File: src/rtl/iob_regfile_mp.sv
// Multi-port register file: prioritised byte-strobed write ports, async read ports, clear sweep.
// Optional write-first read forwarding is enabled by defining IOB_REGFILE_MP_BYPASS_EN.
module iob_regfile_mp #(
  parameter int ADDR_W  = 2,
  parameter int DATA_W  = 32,
  parameter int W_PORTS = 2,
  parameter int R_PORTS = 2
) (
  input  logic                        clk,
  input  logic                        rst,
  input  logic [W_PORTS-1:0]          w_valid,
  input  logic [W_PORTS*ADDR_W-1:0]   w_addr,
  input  logic [W_PORTS*DATA_W-1:0]   w_data,
  input  logic [W_PORTS*DATA_W/8-1:0] w_strb,
  output logic [W_PORTS-1:0]          w_ready,
  input  logic [R_PORTS*ADDR_W-1:0]   r_addr,
  output logic [R_PORTS*DATA_W-1:0]   r_data,
  input  logic                        clr_req,
  output logic                        busy
);

  localparam int DEPTH = 1 << ADDR_W;
  localparam int NB    = DATA_W / 8;
  localparam logic [ADDR_W-1:0] LAST_IDX = ADDR_W'(DEPTH - 1);

  typedef enum logic [0:0] {
    ST_IDLE  = 1'b0,
    ST_CLEAR = 1'b1
  } state_e;

  state_e              state_q;
  logic [ADDR_W-1:0]   clr_cnt_q;
  logic                busy_q;
  logic [DATA_W-1:0]   mem_q [DEPTH];
  logic [DATA_W-1:0]   mem_d [DEPTH];
  logic                win_s;

  function automatic logic [DATA_W-1:0] strb_mask(input logic [NB-1:0] strb);
    logic [DATA_W-1:0] m;
    m = '0;
    for (int b = 0; b < NB; b++) begin
      m[b*8 +: 8] = {8{strb[b]}};
    end
    return m;
  endfunction

  // Fixed-priority arbitration: lowest-index requester wins each address.
  always_comb begin
    w_ready = '0;
    win_s   = 1'b0;
    if (!rst && (state_q == ST_IDLE) && !clr_req) begin
      for (int p = 0; p < W_PORTS; p++) begin
        win_s = w_valid[p];
        for (int q = 0; q < W_PORTS; q++) begin
          if ((q < p) && w_valid[q] &&
              (w_addr[q*ADDR_W +: ADDR_W] == w_addr[p*ADDR_W +: ADDR_W])) begin
            win_s = 1'b0;
          end else begin
            win_s = win_s;
          end
        end
        w_ready[p] = win_s;
      end
    end else begin
      w_ready = '0;
    end
  end

  // Next array contents: accepted byte-merged writes, or the sweep's zeroing.
  always_comb begin
    mem_d = mem_q;
    for (int p = 0; p < W_PORTS; p++) begin
      if (w_ready[p]) begin
        mem_d[w_addr[p*ADDR_W +: ADDR_W]] =
          (mem_d[w_addr[p*ADDR_W +: ADDR_W]] & ~strb_mask(w_strb[p*NB +: NB])) |
          (w_data[p*DATA_W +: DATA_W] & strb_mask(w_strb[p*NB +: NB]));
      end else begin
        mem_d = mem_d;
      end
    end
    if (state_q == ST_CLEAR) begin
      mem_d[clr_cnt_q] = '0;
    end else begin
      mem_d = mem_d;
    end
  end

  // Read ports; forwarding reads the post-edge view so winners and the cleared entry show through.
  always_comb begin
    r_data = '0;
    for (int k = 0; k < R_PORTS; k++) begin
`ifdef IOB_REGFILE_MP_BYPASS_EN
      r_data[k*DATA_W +: DATA_W] = mem_d[r_addr[k*ADDR_W +: ADDR_W]];
`else
      r_data[k*DATA_W +: DATA_W] = mem_q[r_addr[k*ADDR_W +: ADDR_W]];
`endif
    end
  end

  // Storage, clear-sweep FSM and registered busy flag.
  always_ff @(posedge clk) begin
    if (rst) begin
      state_q   <= ST_IDLE;
      clr_cnt_q <= '0;
      busy_q    <= 1'b0;
      for (int i = 0; i < DEPTH; i++) begin
        mem_q[i] <= '0;
      end
    end else begin
      for (int i = 0; i < DEPTH; i++) begin
        mem_q[i] <= mem_d[i];
      end
      case (state_q)
        ST_IDLE: begin
          if (clr_req) begin
            state_q   <= ST_CLEAR;
            clr_cnt_q <= '0;
            busy_q    <= 1'b1;
          end else begin
            state_q   <= ST_IDLE;
            busy_q    <= 1'b0;
          end
        end
        ST_CLEAR: begin
          clr_cnt_q <= clr_cnt_q + ADDR_W'(1);
          if (clr_cnt_q == LAST_IDX) begin
            state_q <= ST_IDLE;
            busy_q  <= 1'b0;
          end else begin
            state_q <= ST_CLEAR;
            busy_q  <= 1'b1;
          end
        end
        default: begin
          state_q   <= ST_IDLE;
          clr_cnt_q <= '0;
          busy_q    <= 1'b0;
        end
      endcase
    end
  end

  assign busy = busy_q;

endmodule

File: config.mk
export PLATFORM = sky130hd
export DESIGN_NAME = iob_regfile_mp
export DESIGN_NICKNAME = d
export VERILOG_FILES = /design/src/rtl/iob_regfile_mp.sv
export SDC_FILE = /design/constraint.sdc
export NUM_CORES = 1
export LEC_CHECK = 0
export ABC_AREA = 1
export CAP_MARGIN = 40
export CORE_MARGIN = 4
export CORE_UTILIZATION = 39
export CTS_BUF_LIST = sky130_fd_sc_hd__clkbuf_8 sky130_fd_sc_hd__clkbuf_16
export DETAILED_ROUTE_END_ITERATION = 8
export PLACE_DENSITY_LB_ADDON = 0.08
export SYNTH_ARGS = -nofsm -noshare
export SYNTH_HDL_FRONTEND = slang
export SYNTH_SLANG_ARGS = --single-unit
File: constraint.sdc
create_clock -name clk -period 1.5 [get_ports clk]
set_input_delay 0.225 -clock clk [delete_from_list [all_inputs] [get_ports clk]]
set_output_delay 0.225 -clock clk [all_outputs]
set_load 0.05 [all_outputs]
==> results.yml <==
synth:
  netlist_instances: 2021
  seq_area_frac_synth: 0.229
  ys_ff_latch: 131
  syn_nets: 2110
  yosysWarningCount: 0
  synth_area_mm2: 0.0115
  synth_edf_count: 0
  synth_cell_types: 28
  synthFlopType: "dfxtp_1"
  ys_async_sr_fraction: 0
  post_synth.cell_area_avg_um2: 5.68
clock_network:
  postCtsHoldBufs: 0
  root_buffer: "clkbuf_16"
  cts_sinks: 131
  htreeDepth: 4
  worstSkewPairLatency_ps: 430
  cts_tree: "yes"
  numCtsBuffers: 17
  clockBufferDepth: 2
  clk_pin_slew_ps: 60
power:
  combPwrFrac: 0.353
  finalPower_mw: 12.7
  p_per_area_mw_per_mm2: 639
  p_int_mw: 8.21
  p_sw_mw: 4.50
  p_sw_frac: 0.354
  ir_drop_mv: 0.727
  power_frac_seq: 0.289
  clkPwrFrac: 0.358
  leakagePower_nw: 8.53
global_routing:
  grt_pass1_vias: 15400
  grt.overflow.total: 0
  grt_max_degree: 33
  grt.busiest_layer: "met2"
  gr-usage-met1: 0.413
  use_met3: 0.0521
  grtUsageTotal: 0.330
  grt_pass1_wl_um: 85700
  grt_antenna_before_repair: 1
  grtUsageMet2: 0.559
critical_path:
  path_max_fanout: 7
  critPathCaptureType: "flip-flop"
  worstSetupStartpointType: "flip-flop"
  crit_slowest_cell: "dfxtp_4"
  required_ps: 1800
  r2r_setup_slack_ps: -450
  critPathMaxStageDelay_ps: 360
  reg2reg_depth: 11
  worstPathArrival_ps: 2250
  path_class: "reg -> reg"
  r2r_start: "busy"
  r2r_end: "mem_q[80]"
  worstPathCellList: "nor2_4, nand3_4, nor2_4, buf_6, buf_12, buf_6, nand3_4, nand3_2, nand3_2, o21bai_4, a21oi_1"
sta:
  finalCritPeriodShare: 1.30
  rsz0062_at_grt: "true"
  worst_pin_slew_ps: 500
  relSlewSlack: 0.666
  hold_viol_final: 0
  min_period_ps: 1950
  max_freq_ghz: 0.512
  finalClockSkew_ps: 13.0
  setup_violations: 161
  holdWs_ps: 544
  fin_ws_ps: -454
  slew_violations: 0
floorplanning:
  initial_core_util: 0.397
  rows: 62
  die-area_mm2: 0.0322
  die_w_um: 179
  io_pins: 152
  coreArea_mm2: 0.0289
  die_h_um: 179
routing:
  post_drt_wl_per_cell_um: 22.5
  dr.first_iter.drc_count: 1730
  wl_um: 60800
  drtPass1Iterations: 8
  drc_errors: 0
  antenna_left: 0
  routed_via_density: 6.10
  num_vias: 16500
finish:
  n_antenna_cell: 0
  most-common-layout-cells: "nand2_1, buf_4, nand3_2, nand3_1, buf_12"
  nets: 2399
  syn2layout_area_growth_pct: 73.4
  layout_commonest_cell: "nand2_1"
  layout-drive-gt1-share: 0.460
  fill_cells: 2361
placement:
  io_buffers: 151
  gp_congestion: 0.938
  hpwlAfterDp_um: 36300
status:
  violations: "negative setup slack"
  status: "finished with violations"
run:
  cap_violations: 0
worst_hold_path:
  hold_depth: 4
  hold_end: "mem_q[116]"
  hp-start: "w_data[52]"
  hold_path_class: "in -> reg"
layer usage:
layer	part of all wire	up-vias	wire (µm)
met4	0.064	2	3890
li1	-	7343	-
met2	0.46	1146	27800
met1	0.37	7690	22700
met5	0.00013	-	8
met3	0.11	333	6490
worst max-delay path: cells and delay by family, from the launching register on:
family | cells | cell delay [ps]
and+or+nand+nor | 6 | 690
buffers and inverters | 3 | 410
DFF | 1 | 360
AOI/OAI and AO/OA | 2 | 350
Yosys cell counts (31+ instances only):
| library cell | number | area (µm²) |
|---|---|---|
| o21ai_0 | 193 | 966 |
| nand3_1 | 264 | 1320 |
| a21oi_1 | 182 | 911 |
| buf_2 | 37 | 185 |
| or2_2 | 88 | 551 |
| o21bai_2 | 31 | 349 |
| and2_1 | 32 | 200 |
| o22ai_1 | 49 | 307 |
| clkbuf_1 | 81 | 304 |
| inv_1 | 32 | 120 |
| nor2_1 | 136 | 510 |
| dfxtp_1 | 131 | 2620 |
| nand2_1 | 705 | 2650 |
registers in the layout (all words and copies together), names as in the netlist:
signal and flops:
mem_q 128, busy 1, clr_cnt_q 2
timing repair:
item                                    in CTS  in global routing
endpoints found under the setup margin     194                194
buffers inserted                            24                 22
pin swaps                                   72                129
gates resized for setup                    297                400
gates cloned                                 5                 13
cells by family (layout without fill, tap and decap cells):
logic type                 count (synthesis)  in the layout  synth area share
DFF                                      131            131             0.229
and+or+nand+nor                         1242           1242             0.469
adders and majority gates                  4              4           0.00436
AOI/OAI and AO/OA                        457            457             0.223
buffers and inverters                    187            488            0.0755
power groups by stage:
stage | combinational [mW] | clock [mW] | sequential [mW]
final | 4.48 | 4.55 | 3.68
after CTS | 4.03 | 4.53 | 3.69
after floorplan | 2.09 | 0 | 3.72
after detailed placement | 3.80 | 0 | 3.74
after global placement | 3.76 | 0 | 3.74
after global routing | 4.66 | 4.69 | 3.69
per-stage QoR:
stage          instances  utilization  TNS, ps  cell area, µm²  worst slack [ps]
2_1_floorplan       2021            -   -24510           12600              -256
3_3_place_gp        2623        0.572  -108120           16500              -742
3_5_place_dp        2623        0.572  -114390           16500              -779
4_1_cts             2671        0.623   -41900           18000              -394
5_1_grt             2706        0.689   -59120           19900              -533
6_report            2706        0.689   -47540           19900              -454
worst max-delay path by stage:
stage	from	endpoint	slack [ps]	depth (start not counted)
final	busy	mem_q[80]	-450	11
after global routing	busy	mem_q[42]	-530	11
after CTS	busy	mem_q[35]	-390	11
after detailed placement	clr_req	mem_q[39]	-780	10
after global placement	clr_req	mem_q[116]	-740	11
after floorplan	busy	mem_q[27]	-260	10
layout make-up:
type                       count  area [µm²]  share of cell area
timing repair buffer         416        5170               0.260
clock buffer                  20         467              0.0235
multi-input combinational   1703       10600               0.534
clock inverter                11         151             0.00761
inverter                      41         194             0.00975
sequential                   131        2790               0.140
tap                          384         480              0.0242
(Power assumes the default switching activity.)
